File: src/rtl/seg7_pkg.sv
// Shared definitions for the 7-segment display monitor: active-low segment codes and checker states.
// Segment order is bit6=a .. bit0=g.
package seg7_pkg;

    localparam logic [6:0] SEG_0     = 7'b0000001;
    localparam logic [6:0] SEG_1     = 7'b1001111;
    localparam logic [6:0] SEG_2     = 7'b0010010;
    localparam logic [6:0] SEG_3     = 7'b0000110;
    localparam logic [6:0] SEG_4     = 7'b1001100;
    localparam logic [6:0] SEG_5     = 7'b0100100;
    localparam logic [6:0] SEG_6     = 7'b0100000;
    localparam logic [6:0] SEG_7     = 7'b0001111;
    localparam logic [6:0] SEG_8     = 7'b0000000;
    localparam logic [6:0] SEG_9     = 7'b0000100;
    localparam logic [6:0] SEG_BLANK = 7'b1111111;

    // Entry d of the table is the code for digit d
    localparam logic [9:0][6:0] SEG_TABLE = {SEG_9, SEG_8, SEG_7, SEG_6, SEG_5,
                                             SEG_4, SEG_3, SEG_2, SEG_1, SEG_0};

    typedef enum logic [1:0] {
        HUNT    = 2'd0,
        ACQUIRE = 2'd1,
        LOCKED  = 2'd2
    } state_t;

endpackage

File: src/rtl/seg7_pattern_decoder.sv
// Combinational 7-segment (active-low) to BCD decoder. Flags blank separately from illegal codes;
// digits at or above the counter modulus N are reported as not legal.
module seg7_pattern_decoder
    import seg7_pkg::*;
#(
    parameter int N = 10
) (
    input  logic [6:0] hex,
    output logic       legal,
    output logic       blank,
    output logic [3:0] digit
);

    logic [9:0] match;

    generate
        for (genvar gi = 0; gi < 10; gi++) begin : g_match
            if (gi < N) begin : g_in_range
                assign match[gi] = (hex == SEG_TABLE[gi]);
            end else begin : g_out_of_range
                assign match[gi] = 1'b0;
            end
        end
    endgenerate

    assign legal = |match;
    assign blank = (hex == SEG_BLANK);

    always_comb begin
        digit = 4'd0;
        for (int i = 0; i < 10; i++) begin
            if (match[i]) begin
                digit = 4'(i);
            end
        end
    end

endmodule

File: config.mk
export PLATFORM = sky130hd
export DESIGN_NAME = seg7_pattern_decoder
export DESIGN_NICKNAME = d
export VERILOG_FILES = /design/src/rtl/seg7_pkg.sv /design/src/rtl/seg7_pattern_decoder.sv
export SDC_FILE = /design/constraint.sdc
export NUM_CORES = 1
export LEC_CHECK = 0
export BUFFER_PORTS_ARGS = -buffer_cell sky130_fd_sc_hd__buf_2
export CAP_MARGIN = 20
export CORE_AREA = 2 2 39 41
export DETAILED_ROUTE_END_ITERATION = 8
export DIE_AREA = 0 0 41 43
export GPL_TIMING_DRIVEN = 1
export SYNTH_ARGS = -nofsm -noshare
export SYNTH_HDL_FRONTEND = slang
export SYNTH_SLANG_ARGS = --single-unit
File: constraint.sdc
create_clock -name vclk -period 2.91
set_input_delay 0.4365 -clock vclk [all_inputs]
set_output_delay 0.4365 -clock vclk [all_outputs]
set_load 0.005 [all_outputs]
==> results_dict.tcl, run 1 <==
set metrics [dict create \
    power.density_nw_per_um2 108 \
    seqCellArea_um2 0 \
    drtAntennaViolNets 0 \
    synth_seq_area_share_pct 0 \
    drt-initial-drc-count 7 \
    place_area_um2 308 \
    yosysUniqueCellTypes 30 \
    irDropWorstVdd_uv 37.2 \
    yosys.area.top_type "a221oi_2" \
    wl_um 655 \
    fmax_mhz 440 \
    synth_top_area_share_pct 5.56 \
    dieArea_um2 1760 \
    grt_max_degree 13 \
    finalCritPeriodShare_pct 78.0 \
    criticalPathCategory "in -> out" \
    hold_path_class "in -> out" \
    drc_errors 0 \
    antenna_found_initial 0 \
    syn_avg_cell_area_um2 7.30 \
    drv_slew 0 \
    io_buffers 13 \
    synth_nets 44 \
    multi_input_area_um2 219 \
    cts_hold_buffers 0 \
    diodes 0 \
    synthCells 37 \
    worstSetupStartpointType "input port" \
    rsz0062_at_grt "false" \
    cts_setup_buffers 0 \
    critical_path_arrival_ns 1.83 \
    endpoint_kind "output pin" \
    stdcell_area_um2 308 \
    seq_cells 0 \
    finalHoldViolCount 0 \
    synth_area_leaders "a221oi_2, buf_4, nand2_1" \
    cp.required_ns 2.47 \
    utilization_pct 22.2 \
    cp_max_fo 8 \
    yosys_warnings 0 \
    num-clock-buffers 0 \
    worst_pin_slew_ns 0.366 \
    syn_area_um2 270 \
    fin_tns_setup_ns 0 \
    rows 14 \
    p_leak_nw 0.126 \
    grtUsageTotal_pct 8.39 \
    post-route-min-period_ns 2.27 \
    cts_resized 0 \
    finalPower_w 0.0000332 \
    nets 53 \
    hpwl_um 476 \
    drt-wirelength-per-cell_um 10.9 \
    fp.dieH_um 43 \
    setup-violations-final 0 \
    area_delta_synth_final_pct 13.9 \
    grt_overflow 0 \
    slew_headroom_pct 75.0 \
    drive_above_1_share_pct 43.2 \
    core_area_um2 1380 \
    n_fill_cell 160 \
    outcome "completed" \
    dp_cells 60 \
    grt_pass1_wl_mm 1.12 \
    firstDrtPassIters 4 \
    ios 13 \
    stdcell_count 60 \
    first_global_vias 247 \
    die_w_um 41 \
    num_vias 309 \
    initial_core_util_pct 19.5 \
    maxCapViolCount 0 \
    gp_congestion 0.696 \
    vias_per_cell 5.15 \
]
## metrics by stage
stage | setup slack (ns) | hold WS [ns]
after floorplan | 0.847 | 0.952
after global placement | 0.648 | 1.22
after detailed placement | 0.641 | 1.22
after CTS | 0.641 | 1.22
after global routing | 0.562 | 1.26
final | 0.640 | 1.22
## cell usage in the layout, fill, tap and decap left out, drive strengths merged
master,instances
buf,13
o31ai,1
and2b,1
nor4,1
or4b,1
o41ai,1
nor2,1
or4,1
o21ai,1
or3,1
o32ai,1
or3b,1
a31oi,2
inv,1
nand2,4
nor3,1
a221oi,1
nand3,1
nor4b,1
and3b,2
a2111oi,1
mux2,1
a2bb2oi,1
a21oi,2
nor3b,2
## final timing paths
| kind | from | to | slack, ns | cells past startpoint |
|---|---|---|---|---|
| worst max-delay path | hex[6] | digit[1] | 0.64 | 5 |
| worst min-delay path | hex[5] | digit[3] | 1.22 | 3 |
## power breakdown
group	internal [W]	switching [W]	total, W
registers	0	0	0
logic	0.0000146	0.0000186	0.0000332
clock network	0	0	0
## metal layers
layer  wire length [um]  up-vias  part of all wire [%]  GRT usage (%)
met3                 34        0                   5.2              0
met1                328      139                    50           13.9
met4                  0        0                     0              0
li1                   -      163                     -              -
met2                292        7                    45           12.5
met5                  0        -                     0              0
## critical path, cell delays in order
cell and delay [ns]:
buf_2 0.14, or3_1 0.39, or4b_4 0.50, a221oi_2 0.22, buf_2 0.14
## area by class of cell
type / instances / area share [%]
repair buffers: 13 / 21.1
multi-input cells: 30 / 71.1
inverters: 1 / 1.22
well taps: 16 / 6.50
## Yosys cell counts, drive strengths merged (2+ instances only)
| master | count |
|---|---|
| buf | 3 |
| and3b | 2 |
| nand2 | 4 |
| a21oi | 2 |
| clkbuf | 2 |
| a31oi | 2 |
| nor3b | 2 |
## logic make-up after synthesis
group | after synthesis | synth area share, %
multiplexers | 1 | 4.17
buffers and inverters | 7 | 19.0
AND/OR/NAND/NOR | 18 | 45.4
AO/OA/AOI/OAI | 11 | 31.5
No activity file was read; power rests on OpenSTA's default activity.
==> inputs of run 2 (changes only) <==
==> constraint.sdc (replaced) <==
create_clock -name vclk -period 2.3
set_input_delay 0.345 -clock vclk [all_inputs]
set_output_delay 0.345 -clock vclk [all_outputs]
set_load 0.005 [all_outputs]
==> run 2 against run 1 <==
Cell count is 3.3% higher. Highest routed layer unchanged. Critical path type unchanged. Global-route usage is 0.60 points higher. Hold slack worse by 0.18 ns. Worst setup slack worse by 0.43 ns. First-iteration DRC count is 14% lower. Flip-flop and latch count stayed put.
==> results_dict.tcl, run 2 (same netlist as run 1, synthesis figures left out) <==
set metrics [dict create \
    busiest_layer "met1" \
    worstSetupStartpointType "input port" \
    cp.required_ns 1.96 \
    post-route-min-period_ns 2.09 \
    place_area_um2 323 \
    drive_above_1_share_pct 45.7 \
    drt-wirelength-per-cell_um 11.3 \
    met1_usage_pct 15.2 \
    setup-violations-final 0 \
    cts_hold_buffers 0 \
    most-common-layout-cells "buf_2, nand2_1" \
    fp.dieH_um 43 \
    grt_max_degree 13 \
    finalCritPeriodShare_pct 91.1 \
    seq_cells 0 \
    nets 55 \
    cts_resized 0 \
    mostFrequentLayoutCell "buf_2" \
    setup_ws_ns 0.205 \
    grt_pass1_wl_mm 1.20 \
    slew_headroom_pct 76.0 \
    grt_overflow 0 \
    stdcell_area_um2 323 \
    grt_use_met2_pct 12.8 \
    hpwl_um 528 \
    fin_tns_setup_ns 0 \
    seqCellArea_um2 0 \
    vias_per_cell 5.10 \
    first_global_vias 256 \
    rsz0062_at_grt "false" \
    antenna_found_initial 0 \
    area_delta_synth_final_pct 19.4 \
    firstDrtPassIters 2 \
    endpoint_kind "output pin" \
    criticalPathCategory "in -> out" \
    use_met3_pct 0.524 \
    power.density_nw_per_um2 140 \
    whs_ns 1.04 \
    io_buffers 13 \
    core_area_um2 1380 \
    wl_um 702 \
    grtUsageTotal_pct 8.99 \
    drc_errors 0 \
    pre_cts_ws_ns 0.208 \
    ios 13 \
    drt-initial-drc-count 6 \
    fmax_mhz 477 \
    num-clock-buffers 0 \
    gp_congestion 0.774 \
    diodes 0 \
    finalHoldViolCount 0 \
    finalPower_w 0.0000453 \
    worst_pin_slew_ns 0.351 \
    outcome "completed" \
    critical_path_arrival_ns 1.75 \
    p_leak_nw 0.135 \
    drv_slew 0 \
    cp_max_fo 10 \
    drtAntennaViolNets 0 \
    num_vias 316 \
    die_w_um 41 \
    cts_setup_buffers 0 \
    rows 14 \
    hold_path_class "in -> out" \
    maxCapViolCount 0 \
    dieArea_um2 1760 \
    irDropWorstVdd_uv 40.6 \
    initial_core_util_pct 19.5 \
]
## run 2: cell count changes in the layout (fill, tap and decap cells not counted)
| cell | previous run | this run |
|---|---|---|
| buf_4 | 0 | 2 |
## run 2: worst max-delay path: stages
cell and delay, ns:
buf_2 0.15, or3_1 0.37, or4b_4 0.50, a221oi_2 0.24, buf_2 0.15
## run 2: per-stage QoR
step	util, %	instances
floorplan	-	37
global placement	23.3	62
detailed placement	23.3	62
CTS	23.3	62
global route	23.3	62
finish	23.3	62
## run 2: final timing paths
kind                  startpoint  endpoint  slack [ns]  depth (start not counted)
worst max-delay path      hex[0]  digit[1]        0.21                          5
worst min-delay path      hex[5]  digit[3]        1.04                          3
## run 2: final cells by class
| cell class | count | area, um^2 |
|---|---|---|
| Timing Repair Buffer | 15 | 80.1 |
| Multi-Input combinational cell | 30 | 219 |
| Inverter | 1 | 3.75 |
| Tap cell | 16 | 20.0 |
| Fill cell | 167 | 1060 |
## run 2: power breakdown
| part | switching, W | internal, W |
|---|---|---|
| combinational | 0.0000246 | 0.0000207 |
| sequential | 0 | 0 |
| clock | 0 | 0 |
| total | 0.0000246 | 0.0000207 |
## run 2: routing by layer
layer | vias to the layer above | share of wire, %
met4 | 0 | 0
met5 | - | 0
li1 | 166 | -
met2 | 7 | 45
met1 | 143 | 51
met3 | 0 | 4.7
